### src/rtl/sev_seg_pkg.sv
// ----------------------------------------------------------------------------
// sev_seg_pkg : shared constants, scan FSM states and hex-to-segment decode
// Rev 1.0
// ----------------------------------------------------------------------------
`default_nettype none

package sev_seg_pkg;

    localparam logic [7:0] SEG_BLANK = 8'hFF;

    // Bit positions inside the {dp,g,f,e,d,c,b,a} segment byte
    localparam int SEG_BIT_A  = 0;
    localparam int SEG_BIT_B  = 1;
    localparam int SEG_BIT_C  = 2;
    localparam int SEG_BIT_D  = 3;
    localparam int SEG_BIT_E  = 4;
    localparam int SEG_BIT_F  = 5;
    localparam int SEG_BIT_G  = 6;
    localparam int SEG_BIT_DP = 7;

    typedef enum logic [1:0] {
        ST_IDLE  = 2'd0,
        ST_BLANK = 2'd1,
        ST_SHOW  = 2'd2
    } scan_state_t;

    // Active-low pattern for a common-anode digit; dp bit left dark.
    function automatic logic [7:0] seg_decode(input logic [3:0] nibble);
        logic [7:0] seg;
        seg = SEG_BLANK;
        case (nibble)
            4'h0: seg = 8'hC0;
            4'h1: seg = 8'hF9;
            4'h2: seg = 8'hA4;
            4'h3: seg = 8'hB0;
            4'h4: seg = 8'h99;
            4'h5: seg = 8'h92;
            4'h6: seg = 8'h82;
            4'h7: seg = 8'hF8;
            4'h8: seg = 8'h80;
            4'h9: seg = 8'h90;
            4'hA: seg = 8'h88;
            4'hB: seg = 8'h83;
            4'hC: seg = 8'hC6;
            4'hD: seg = 8'hA1;
            4'hE: seg = 8'h86;
            4'hF: seg = 8'h8E;
            default: seg = SEG_BLANK;
        endcase
        return seg;
    endfunction

endpackage

`default_nettype wire

### src/rtl/sev_seg_decoder.sv
// ----------------------------------------------------------------------------
// sev_seg_decoder : combinational 4-bit to active-low 7-segment decoder
// Rev 1.0
// ----------------------------------------------------------------------------
`default_nettype none

module sev_seg_decoder
    import sev_seg_pkg::*;
(
    input  logic [3:0] nibble,
    output logic [7:0] seg
);

    assign seg = seg_decode(nibble);

endmodule

`default_nettype wire

### src/rtl/sev_seg_scan_ctrl.sv
// ----------------------------------------------------------------------------
// sev_seg_scan_ctrl : time-multiplexed N-digit common-anode 7-segment scanner
// Rev 1.0
// ----------------------------------------------------------------------------
`default_nettype none

module sev_seg_scan_ctrl
    import sev_seg_pkg::*;
#(
    parameter int N_DIGITS  = 4,
    parameter int SLOT_CYC  = 50000,
    parameter int BLANK_CYC = 500
) (
    input  logic                  i_clk,
    input  logic                  i_rst,
    input  logic                  i_enable,
    input  logic [4*N_DIGITS-1:0] i_value,
    input  logic [N_DIGITS-1:0]   i_dp,
    input  logic                  i_load,
    input  logic                  i_lz_blank,
    output logic [7:0]            o_sev_seg,
    output logic [N_DIGITS-1:0]   o_anode,
    output logic [2:0]            o_digit_idx,
    output logic                  o_frame_start,
    output logic                  o_load_ack
);

    localparam int CNT_W      = (SLOT_CYC > 1) ? $clog2(SLOT_CYC) : 1;
    localparam int BLANK_LAST = (BLANK_CYC > 0) ? BLANK_CYC - 1 : 0;

    localparam logic [CNT_W-1:0]  SLOT_END   = CNT_W'(SLOT_CYC - 1);
    localparam logic [CNT_W-1:0]  BLANK_END  = CNT_W'(BLANK_LAST);
    localparam logic [2:0]        LAST_IDX   = 3'(N_DIGITS - 1);
    localparam scan_state_t       SLOT_ENTRY = (BLANK_CYC > 0) ? ST_BLANK : ST_SHOW;

    scan_state_t           state, state_nxt;
    logic [CNT_W-1:0]      cnt, cnt_nxt;
    logic [2:0]            idx, idx_nxt;
    logic                  frame_boundary;

    logic [4*N_DIGITS-1:0] active_val, active_val_nxt, pend_val;
    logic [N_DIGITS-1:0]   active_dp, active_dp_nxt, pend_dp;
    logic                  pend_valid;
    logic                  ack_nxt;

    logic [N_DIGITS-1:0]   dark;
    logic [3:0]            nib_sel;
    logic                  dp_sel;
    logic                  dark_sel;
    logic [7:0]            dec_seg;
    logic [7:0]            seg_nxt;
    logic [N_DIGITS-1:0]   anode_nxt;

    // ---------------- scan sequencing ----------------
    always_comb begin
        state_nxt      = state;
        cnt_nxt        = cnt;
        idx_nxt        = idx;
        frame_boundary = 1'b0;

        if (!i_enable) begin
            state_nxt = ST_IDLE;
            cnt_nxt   = '0;
            idx_nxt   = '0;
        end else begin
            case (state)
                ST_IDLE: begin
                    state_nxt      = SLOT_ENTRY;
                    cnt_nxt        = '0;
                    idx_nxt        = '0;
                    frame_boundary = 1'b1;
                end
                ST_BLANK: begin
                    if (cnt == BLANK_END) begin
                        state_nxt = ST_SHOW;
                    end
                    cnt_nxt = cnt + CNT_W'(1);
                end
                ST_SHOW: begin
                    if (cnt == SLOT_END) begin
                        cnt_nxt   = '0;
                        state_nxt = SLOT_ENTRY;
                        if (idx == LAST_IDX) begin
                            idx_nxt        = '0;
                            frame_boundary = 1'b1;
                        end else begin
                            idx_nxt = idx + 3'd1;
                        end
                    end else begin
                        cnt_nxt = cnt + CNT_W'(1);
                    end
                end
                default: begin
                    state_nxt = ST_IDLE;
                    cnt_nxt   = '0;
                    idx_nxt   = '0;
                end
            endcase
        end
    end

    // A strobe coinciding with the frame boundary wins over any older pending word.
    always_comb begin
        active_val_nxt = active_val;
        active_dp_nxt  = active_dp;
        ack_nxt        = 1'b0;
        if (frame_boundary) begin
            if (i_load) begin
                active_val_nxt = i_value;
                active_dp_nxt  = i_dp;
                ack_nxt        = 1'b1;
            end else if (pend_valid) begin
                active_val_nxt = pend_val;
                active_dp_nxt  = pend_dp;
                ack_nxt        = 1'b1;
            end
        end
    end

    // ---------------- leading-zero suppression ----------------
    genvar k;
    generate
        for (k = 0; k < N_DIGITS; k++) begin : g_lz
            if (k == 0) begin : g_first
                assign dark[k] = 1'b0;
            end else begin : g_rest
                assign dark[k] = i_lz_blank &&
                                 (active_val_nxt[4*N_DIGITS-1:4*k] == '0);
            end
        end
    endgenerate

    // ---------------- digit select and output shaping ----------------
    always_comb begin
        nib_sel   = '0;
        dp_sel    = 1'b0;
        dark_sel  = 1'b0;
        anode_nxt = '1;
        for (int d = 0; d < N_DIGITS; d++) begin
            if (idx_nxt == 3'(d)) begin
                nib_sel  = active_val_nxt[4*d +: 4];
                dp_sel   = active_dp_nxt[d];
                dark_sel = dark[d];
            end
        end

        seg_nxt = SEG_BLANK;
        if ((state_nxt == ST_SHOW) && !dark_sel) begin
            seg_nxt             = dec_seg;
            seg_nxt[SEG_BIT_DP] = ~dp_sel;
            for (int d = 0; d < N_DIGITS; d++) begin
                anode_nxt[d] = (idx_nxt != 3'(d));
            end
        end
    end

    sev_seg_decoder u_decoder (
        .nibble (nib_sel),
        .seg    (dec_seg)
    );

    // ---------------- registers ----------------
    always_ff @(posedge i_clk or posedge i_rst) begin
        if (i_rst) begin
            state         <= ST_IDLE;
            cnt           <= '0;
            idx           <= '0;
            active_val    <= '0;
            active_dp     <= '0;
            pend_val      <= '0;
            pend_dp       <= '0;
            pend_valid    <= 1'b0;
            o_sev_seg     <= SEG_BLANK;
            o_anode       <= '1;
            o_frame_start <= 1'b0;
            o_load_ack    <= 1'b0;
        end else begin
            state         <= state_nxt;
            cnt           <= cnt_nxt;
            idx           <= idx_nxt;
            active_val    <= active_val_nxt;
            active_dp     <= active_dp_nxt;
            o_sev_seg     <= seg_nxt;
            o_anode       <= anode_nxt;
            o_frame_start <= frame_boundary;
            o_load_ack    <= ack_nxt;

            if (frame_boundary) begin
                pend_valid <= 1'b0;
            end else if (i_load) begin
                pend_val   <= i_value;
                pend_dp    <= i_dp;
                pend_valid <= 1'b1;
            end
        end
    end

    assign o_digit_idx = idx;

endmodule

`default_nettype wire
### config.mk
export PLATFORM = sky130hd
export DESIGN_NAME = sev_seg_scan_ctrl
export DESIGN_NICKNAME = d
export VERILOG_FILES = /design/src/rtl/sev_seg_pkg.sv /design/src/rtl/sev_seg_decoder.sv /design/src/rtl/sev_seg_scan_ctrl.sv
export SDC_FILE = /design/constraint.sdc
export NUM_CORES = 1
export LEC_CHECK = 0
export ABC_AREA = 1
export BUFFER_PORTS_ARGS = -buffer_cell sky130_fd_sc_hd__clkbuf_2
export CORE_MARGIN = 5
export CORE_UTILIZATION = 64
export DETAILED_ROUTE_END_ITERATION = 10
export MAX_ROUTING_LAYER = met4
export PLACE_DENSITY = 0.91
export SYNTH_ARGS = -nofsm -noshare
export SYNTH_HDL_FRONTEND = slang
export SYNTH_HIERARCHICAL = 1
export SYNTH_SLANG_ARGS = --single-unit
### constraint.sdc
create_clock -name i_clk -period 4.4 [get_ports i_clk]
set_input_delay 0.44 -clock i_clk [delete_from_list [all_inputs] [get_ports i_clk]]
set_output_delay 0.44 -clock i_clk [all_outputs]
set_load 0.05 [all_outputs]
Word level (Yosys, flattened, before mapping)
Memory sizes are Yosys's and may differ from the RTL's.
Cells that the tools add are included.
Widths: inputs -> output; s select.
{ "totals": {"reg_bits": 76, "rom_bits": 112, "input_bits": 25, "output_inout_bits": 17, "elab_cells": 81, "n_memories": 1} }
{ "memory_table": {"columns": ["memory", "depth", "width", "rd", "rd_clocked_by_memory_dff", "write_ports", "line_no", "text"], "rows": [
  ["(no name shown)", 16, 7, 1, 0, 0, "sev_seg_pkg.sv:31", "case (nibble)"]
]} }
{ "classes": {"addsub": 2, "eq_ne": 12, "mux": 39, "bitwise_logic": 2, "reduce_logical": 13} }
{ "ops": {"columns": ["operator", "n"], "rows": [
  ["$mux 16", 5],
  ["$mux 4", 8],
  ["$pmux 16 s2", 1],
  ["$add 16x1->16 const B", 1],
  ["$eq 16x16->1 const B", 1],
  ["$eq 16x9->1 const B", 1],
  ["$mux 1", 15],
  ["$logic_not 12->1", 1],
  ["$eq 3x2->1 const B", 3],
  ["$mux 3", 3],
  ["$logic_not 8->1", 1],
  ["$mux 8", 1],
  ["$mux 2", 3],
  ["$ne 3x2->1 const B", 2],
  ["$pmux 2 s3", 1],
  ["$pmux 3 s2", 1],
  ["$eq 2x2->1 const B", 2],
  ["$logic_and 1x1->1", 4],
  ["$logic_not 4->1", 1],
  ["$add 3x1->3 const B", 1],
  ["$eq 3x1->1 const B", 1],
  ["$logic_not 3->1", 1],
  ["$ne 3x1->1 const B", 1],
  ["$reduce_bool 3->1", 1],
  ["other kinds (7)", 8]
]} }

Longest topological paths before layout
Gate-level depths: netlist of the first run.
{ "logic_depth": {"ltp_word": 14, "depth_mapped": 21, "mapped_depth_nobuf": 21} }

Hierarchy
The synthesis of the first run kept the hierarchy.
{ "by_module_without_submodules": {"columns": ["module", "n_inst", "cells_per_inst", "area_each_um2", "seq_area_each_um2"], "rows": [
  ["sev_seg_scan_ctrl", 1, 494, 3947.5, 1916.8],
  ["sev_seg_decoder", 1, 51, 285.3, 0.0]
]} }

Least setup slack after synthesis of the first run
No wires, ideal clock.
{ "synth_timing": {"kind": "reg2reg", "from": "reg idx[1] (netlist: o_digit_idx[1])", "to": "reg o_sev_seg[3]", "setup_time_ns": 0.085, "arrival_time_ns": 2.751, "required_ns": 4.315, "setup_slack_ns": 1.564, "path_stages_with_launch": 17, "n_path_buf": 1, "cell_sequence": "dfrtp_1 > ha_1 > nand2_1 > nor2_1 > nand3_1 > a21oi_1 > buf_4 > o21ai_1 > a22oi_1 > a22oi_1 > nand3_1 > inv_1 > ha_1 > nand2_1 > nand3_1 > nand2_1 > nand3b_2"} }
{ "synth_via": {"word_cells_on_any_way": 32} }
{ "synth_lines": {"columns": ["element", "line_no", "text"], "rows": [
  ["start, declared", "sev_seg_scan_ctrl.sv:38", "logic [2:0] idx, idx_nxt;"],
  ["start signal, assigned", "sev_seg_scan_ctrl.sv:180", "idx <= idx_nxt;"],
  ["$eq 3x2->1", "sev_seg_scan_ctrl.sv:83", "if (idx == LAST_IDX) begin"],
  ["$mux 1", "sev_seg_scan_ctrl.sv:83", null],
  ["$mux 1", "sev_seg_scan_ctrl.sv:80", "if (cnt == SLOT_END) begin"],
  ["$pmux 1 s2", "sev_seg_scan_ctrl.sv:66", "case (state)"],
  ["$mux 1", "sev_seg_scan_ctrl.sv:61", "if (!i_enable) begin"],
  ["net frame_boundary", "sev_seg_scan_ctrl.sv:39", "logic frame_boundary;"],
  ["$mux 16", "sev_seg_scan_ctrl.sv:107", "if (frame_boundary) begin"],
  ["net active_val_nxt[1]", "sev_seg_scan_ctrl.sv:41", "logic [4*N_DIGITS-1:0] active_val, active_val_nxt, pend_val;"],
  ["$mux 4 (4 in a row)", "sev_seg_scan_ctrl.sv:140", "if (idx_nxt == 3'(d)) begin"],
  ["net nib_sel[1]", "sev_seg_scan_ctrl.sv:47", "logic [3:0] nib_sel;"],
  ["$mem_v2 16x7", null, null],
  ["net dec_seg[3]", "sev_seg_scan_ctrl.sv:50", "logic [7:0] dec_seg;"],
  ["$mux 8", "sev_seg_scan_ctrl.sv:148", "if ((state_nxt == ST_SHOW) && !dark_sel) begin"],
  ["net seg_nxt[3]", "sev_seg_scan_ctrl.sv:51", "logic [7:0] seg_nxt;"],
  ["end signal, assigned", "sev_seg_scan_ctrl.sv:183", "o_sev_seg <= seg_nxt;"],
  ["end, declared", "sev_seg_scan_ctrl.sv:21", "output logic [7:0] o_sev_seg,"]
]} }
The timed path passes the listed nets, and every way through them passes these cells.
A chain may end at the register's enable or synchronous reset.

Worst setup path in the final report of the first run
{ "layout_timing": {"from": "reg state[0]", "to": "reg o_sev_seg[3]"} }
{ "layout_via": {"word_cells_on_any_way": 34} }
{ "layout_lines": {"columns": ["element", "line_no", "text"], "rows": [
  ["start, declared", "sev_seg_scan_ctrl.sv:36", "scan_state_t state, state_nxt;"],
  ["start signal, assigned", "sev_seg_scan_ctrl.sv:178", "state <= state_nxt;"],
  ["$eq 2x2->1 or $logic_not 2->1 (tied branches)", "sev_seg_scan_ctrl.sv:66", null],
  ["$pmux 1 s2 (*)", "sev_seg_scan_ctrl.sv:66", null],
  ["$mux 1 (*)", "sev_seg_scan_ctrl.sv:61", null],
  ["$mux 16 (*)", "sev_seg_scan_ctrl.sv:107", null],
  ["net active_val_nxt[1]", "sev_seg_scan_ctrl.sv:41", null],
  ["$mux 4 (*) (4 in a row)", "sev_seg_scan_ctrl.sv:140", null],
  ["net nib_sel[1]", "sev_seg_scan_ctrl.sv:47", null],
  ["$mem_v2 16x7 (*)", null, null],
  ["net dec_seg[3]", "sev_seg_scan_ctrl.sv:50", null],
  ["$mux 8 (*)", "sev_seg_scan_ctrl.sv:148", null],
  ["net seg_nxt[3]", "sev_seg_scan_ctrl.sv:51", null]
]} }
The timed path passes the listed nets; every way through them passes the cells marked *.

==> summary.md, run 1 <==
| Metric | Value |
|---|---|
| Area growth, synth to finish | 9.16% |
| Slew Limit Fails | 0 |
| RSZ-0062 raised after global routing | false |
| Clock Tree Buf Depth | 2 |
| Post-CTS Hold Buffers | 0 |
| Io pins | 42 |
| Initial antenna violation count | 0 |
| Die area | 8320 um2 |
| Filler cells | 492 |
| Placement Setup Slack | 1.20 ns |
| Final-report setup violation count | 0 |
| Final wirelength | 9330 um |
| # Max-Cap Violations | 0 |
| ANT nets after route | 0 |
| Drt pass-1 iters | 5 |
| Setup crit start | state[0]$_DFF_PP0_ |
| Drt first-iter violations | 279 |
| Status | finished clean |
| Initial Util | 66.1% |
| Drt wl/cell | 14.1 um |
| Fraction of layout cells with a size suffix above 1 | 19.0% |
| Worst-margin pin slew | 1.06 ns |
| Synth Warn # | 6 |
| Routability cong. | 0.917 |
| Final TNS setup | 0 ns |
| Period utilisation layout | 74.4% |
| Core area | 6390 um2 |
| # DRC | 0 |
| H-tree levels | 3 |
| Final net count | 616 |
| Mapped Cells | 543 |
| CTS tree | built |
| Setup WS post-layout | 1.13 ns |
| Via density per instance | 5.54 |
| CP startpoint kind | flip-flop |
| Hold crit path type | primary input to asynchronous set/reset pin |
| Avg Synthesized Cell Area | 7.77 um2 |
| Vias in the first global route | 3584 |
| Post_cts resized | 0 |
| Row cnt | 29 |
| Most crowded layer after global routing | met2 |
| Total global-route track usage | 24.2% |
| Post-DP HPWL | 6860 um |
| Diode count | 0 |
| Clock Latency Late Sink | 0.35 ns |
| Clock root buffer | clkbuf_8 |
| Minimum clock period | 3.27 ns |
| FMAX | 305 MHz |
| Largest net degree at the start of global routing | 48 |
| Clk pin slew, worst setup/hold paths | 0.08 ns |
| Postcts setup bufs | 0 |
| CP Class | flip-flop to flip-flop |
| CP endpoint kind | flip-flop |
| Chip Height | 91.2 um |
| Final hold vios | 0 |
| Crit-path max FO | 11 |
| Via count | 3657 |
| Worst Path Arrival | 3.52 ns |
| Leakage | 0.00230 uW |
| Global Route met1 Usage | 30.7% |
| Max IR drop VDD | 0.228 mV |
| Die W | 91.2 um |
| Num Clock Sinks | 76 |
| M3 GR Usage | 4.38% |
| Port buffer count | 41 |
| Clk_skew | 0.00774 ns |
| CTS Buf Count | 9 |
| Worst Path Required | 4.65 ns |
| Grt ovf | 0 |
| Pwr dens | 347 nW/um2 |
| Relative slew slack | 28.7% |
| Met2 Track Usage GR | 38.8% |
| R2r startpoint | state[0]$_DFF_PP0_ |
| Synthesized area | 4220 um2 |
| Syn Nets | 581 |
| First-pass GRT wire length | 16200 um |
==> worst paths after layout <==
kind	depth (start not counted)	slack, ns	end
max reg2reg	17	1.13	o_sev_seg[3]$_DFF_PP1_
min	2	0.30	pend_val[4]$_DFFE_PP0P_
max	17	1.13	o_sev_seg[3]$_DFF_PP1_
max in group asynchronous	3	3.10	o_sev_seg[2]$_DFF_PP1_
min reg2reg	1	0.48	cnt[0]$_DFF_PP0_
min in group i_clk	2	0.33	pend_val[2]$_DFFE_PP0P_
==> report_power, final <==
group | total [uW] | switching (uW) | internal, uW
clock | 485 | 267 | 218
combinational | 318 | 205 | 113
sequential | 797 | 37.1 | 760
==> layer usage <==
layer	vias up	wire length, um
met5	-	0
met4	0	206
met1	1729	4060
met2	108	4610
li1	1795	-
met3	25	447
==> cell usage in the layout, fill, tap and decap left out, types with 4 or more instances in the layout <==
master / n
o22ai_1: 4
dfstp_2: 12
dfrtp_1: 64
nor3_1: 8
clkinvlp_4: 4
nor2_2: 4
ha_1: 13
o21ai_0: 34
nand3_2: 5
mux2_2: 6
a21oi_1: 11
nand3_1: 41
nor2_1: 36
inv_1: 58
clkbuf_8: 10
nand2_1: 175
o21ai_1: 4
nand2_2: 7
a22oi_1: 7
nand3b_2: 6
clkbuf_2: 41
inv_2: 5
==> state kept, by name, indices dropped and copies added (netlist names), 2 cells and up <==
name,cells
o_anode,4
active_dp,4
pend_dp,4
state,2
pend_val,16
o_sev_seg,8
active_val,16
cnt,16
o_digit_idx,3
==> metrics by stage <==
step	utilization [%]	total power (uW)	hold WS, ns	cell area (um2)	cells
global placement	69.4	1110	0.445	4430	644
floorplan	-	1050	0.433	4220	543
detailed placement	69.4	1120	0.477	4430	644
CTS	72.2	1600	0.326	4610	660
global route	72.2	1690	0.329	4610	660
finish	72.2	1600	0.295	4610	660
==> final cells by class <==
type                    instances  area [um2]  area share [%]
clock buffers                  10         138            2.99
clock inverters                 6        40.0           0.869
inverters                      64         240            5.21
multi-input cells             384        1960            42.5
flip-flops and latches         76        1920            41.6
well taps                      77        96.3            2.09
repair buffers                 43         220            4.78
==> critical path, cell delays in order (launching register included) <==
cell and delay (ns):
dfrtp_1 0.42, inv_1 0.12, ha_1 0.22, inv_1 0.09, nor2_1 0.11, nand3_1 0.12
a21oi_1 0.18, buf_4 0.20, o21ai_1 0.17, a22oi_1 0.29, a22oi_1 0.11, nand3_1 0.23
inv_1 0.17, ha_1 0.33, nand2_1 0.06, nand3_1 0.10, nand2_1 0.05, nand3b_2 0.20
Power figures use the tool's default switching activity.
==> inputs of run 2 (changes only) <==
--- a/config.mk
+++ b/config.mk
@@ -8,10 +8,10 @@
 export ABC_AREA = 1
 export BUFFER_PORTS_ARGS = -buffer_cell sky130_fd_sc_hd__clkbuf_2
 export CORE_MARGIN = 5
-export CORE_UTILIZATION = 64
+export CORE_UTILIZATION = 59
 export DETAILED_ROUTE_END_ITERATION = 10
 export MAX_ROUTING_LAYER = met4
-export PLACE_DENSITY = 0.91
+export PLACE_DENSITY = 0.86
 export SYNTH_ARGS = -nofsm -noshare
 export SYNTH_HDL_FRONTEND = slang
 export SYNTH_HIERARCHICAL = 1
==> constraint.sdc (replaced) <==
create_clock -name i_clk -period 3.1 [get_ports i_clk]
set_input_delay 0.31 -clock i_clk [delete_from_list [all_inputs] [get_ports i_clk]]
set_output_delay 0.31 -clock i_clk [all_outputs]
set_load 0.05 [all_outputs]
==> run 2 against run 1 <==
Clock skew barely moved; worst setup slack lost 0.95 ns; count of clock-buffer cells in the layout down 1; flip-flop and latch count unchanged; cell area up 5.8%; die area increased by 7.5%; total power grew 58%; non-clock buffer count increased by 11; largest cell class unchanged.
==> summary.md, run 2 (synthesis results as in run 1) <==
| Metric | Value |
|---|---|
| Initial antenna violation count | 0 (unchanged) |
| Final net count | 627 (was 616) |
| Final-report setup violation count | 0 (unchanged) |
| CP Class | flip-flop to flip-flop (unchanged) |
| Filler cells | 522 (was 492) |
| Post-DP HPWL | 6960 um (was 6860 um) |
| CTS tree | built (unchanged) |
| Sw power | 737 uW (was 510 uW) |
| Final hold vios | 0 (unchanged) |
| Die W | 94.6 um (was 91.2 um) |
| Drt pass-1 iters | 5 (unchanged) |
| Placed cell area | 4520 um2 (was 4430 um2) |
| Biggest regs | active_val: 16 flops, cnt: 16 flops, pend_val: 16 flops (unchanged) |
| Num Clock Sinks | 76 (unchanged) |
| Port buffer count | 41 (unchanged) |
| Share of the core filled with cells | 70.9% (was 72.2%) |
| Layout Cell Area excl Fill | 4870 um2 (was 4610 um2) |
| Core area | 6870 um2 (was 6390 um2) |
| Die area | 8950 um2 (was 8320 um2) |
| Relative slew slack | 23.5% (was 28.7%) |
| ANT nets after route | 0 (unchanged) |
| Chip Height | 94.6 um (was 91.2 um) |
| Most common cell after layout, fill and taps aside | nand2_1 (unchanged) |
| Status | finished clean (unchanged) |
| Worst-margin pin slew | 1.14 ns (was 1.06 ns) |
| Crit-path max FO | 5 (was 11) |
| Clock root buffer | clkbuf_8 (unchanged) |
| Placed insts | 670 (was 644) |
| Internal power | 1790 uW (was 1090 uW) |
| Hold crit path type | primary input to asynchronous set/reset pin (unchanged) |
| Io pins | 42 (unchanged) |
| Clock power frac | 36.1% (was 30.3%) |
| H-tree levels | 3 (unchanged) |
| Drt wl/cell | 14.8 um (was 14.1 um) |
| Worst Path Arrival | 3.19 ns (was 3.52 ns) |
| Final wirelength | 10200 um (was 9330 um) |
| Period utilisation layout | 94.4% (was 74.4%) |
| Via density per instance | 5.51 (was 5.54) |
| FMAX | 342 MHz (was 305 MHz) |
| Clk pin slew, worst setup/hold paths | 0.08 ns (about the same) |
| Slew Limit Fails | 0 (unchanged) |
| # DRC | 0 (unchanged) |
| Register share of total power | 44.6% (was 49.8%) |
| Initial Util | 61.5% (was 66.1%) |
| Leakage | 0.00239 uW (was 0.00230 uW) |
| Drt first-iter violations | 292 (was 279) |
| Area growth, synth to finish | 15.4% (was 9.16%) |
| Via count | 3801 (was 3657) |
| Grt ovf | 0 (unchanged) |
| Vias in the first global route | 3575 (was 3584) |
| Row cnt | 30 (was 29) |
| # Max-Cap Violations | 0 (unchanged) |
| Worst Path Required | 3.36 ns (was 4.65 ns) |
| Pwr dens | 519 nW/um2 (was 347 nW/um2) |
| Fraction of layout cells with a size suffix above 1 | 22.9% (was 19.0%) |
| Combinational Power Share | 19.3% (was 19.9%) |
| Finished Layout Cells | 690 (was 660) |
| Total global-route track usage | 24.3% (was 24.2%) |
| Routability cong. | 0.928 (was 0.917) |
| Diode count | 0 (unchanged) |
| Final TNS setup | 0 ns (unchanged) |
| CP startpoint kind | flip-flop (unchanged) |
| Largest net degree at the start of global routing | 40 (was 48) |
| Clock Tree Buf Depth | 2 (unchanged) |
| First-pass GRT wire length | 16700 um (was 16200 um) |
| Sw frac | 29.2% (was 31.8%) |
| CP endpoint kind | flip-flop (unchanged) |
| Clock Latency Late Sink | 0.36 ns (was 0.35 ns) |
| Max IR drop VDD | 0.395 mV (was 0.228 mV) |
| Minimum clock period | 2.93 ns (was 3.27 ns) |
| Commonest non-fill, non-tap cells in the layout | nand2_1, dfrtp_1, inv_1 (unchanged) |
| CTS Buf Count | 9 (unchanged) |
| Clk_skew | 0.00787 ns (was 0.00774 ns) |
## run 2: changes by cell type in the layout (fill, tap and decap cells not counted), sizes merged
cell,before,now
buf,2,13
bufinv,0,3
clkbuf,51,50
clkinvlp,4,2
## run 2: final timing paths
kind	start	to	slack [ns]	cells after the start
max reg2reg	state[0]$_DFF_PP0_	o_sev_seg[5]$_DFF_PP1_	0.17	17
min	i_rst	pend_val[4]$_DFFE_PP0P_	0.08	2
max in group asynchronous	i_rst	o_anode[2]$_DFF_PP1_	2.27	3
min in group i_clk	i_value[12]	pend_val[12]$_DFFE_PP0P_	0.19	2
max	state[0]$_DFF_PP0_	o_sev_seg[5]$_DFF_PP1_	0.17	17
min reg2reg	cnt[0]$_DFF_PP0_	cnt[0]$_DFF_PP0_	0.47	1
## run 2: worst max-delay path, cell delays in order, from the launching register on
cell	delay (ns)
dfrtp_1	0.42
inv_1	0.11
ha_2	0.21
inv_1	0.08
or2_2	0.28
nand3_1	0.11
nand3_2	0.13
nand2_2	0.14
nor2_2	0.08
a22oi_1	0.19
nand3_1	0.18
buf_4	0.20
ha_1	0.20
nand2_1	0.12
o21ai_1	0.08
nand2_1	0.06
nand2_1	0.05
nand3b_2	0.19
## run 2: cell type report
type                            instances  area (um2)  share of cell area (%)
Multi-Input combinational cell        384        2040                    41.8
Tap cell                               96         120                    2.46
Clock buffer                            9         124                    2.54
Inverter                               64         240                    4.93
Timing Repair Buffer                   54         319                    6.55
Clock inverter                          7         115                    2.36
Sequential cell                        76        1920                    39.3
## run 2: timing repair
item,4_1_cts,5_1_grt
pin swaps,0,5
gates resized for setup,1,21
endpoints found under the setup margin,2,7
hold buffers,0,0
setup buffers,0,4
## run 2: power groups by stage
stage / registers [uW] / logic (uW) / clock network (uW)
CTS: 1130 / 467 / 921
finish: 1130 / 488 / 913
floorplan: 1140 / 354 / 0
global placement: 1140 / 448 / 0
global route: 1140 / 550 / 971
detailed placement: 1140 / 460 / 0
## run 2: metal layers
layer / GRT usage [%] / wire (um) / vias up
met5: - / 0 / -
met1: 30.1 / 4270 / 1784
met2: 39.8 / 5050 / 170
met4: 8.29 / 254 / 0
li1: - / - / 1821
met3: 4.94 / 638 / 26
## run 2: stage by stage
stage / hold slack (ns) / total power (uW) / setup slack [ns]
after floorplan: 0.433 / 1490 / 0.264
after global placement: 0.444 / 1590 / 0.176
after detailed placement: 0.454 / 1600 / 0.0503
after CTS: 0.115 / 2510 / -0.0142
after global routing: 0.160 / 2660 / -0.0187
final: 0.0833 / 2530 / 0.173
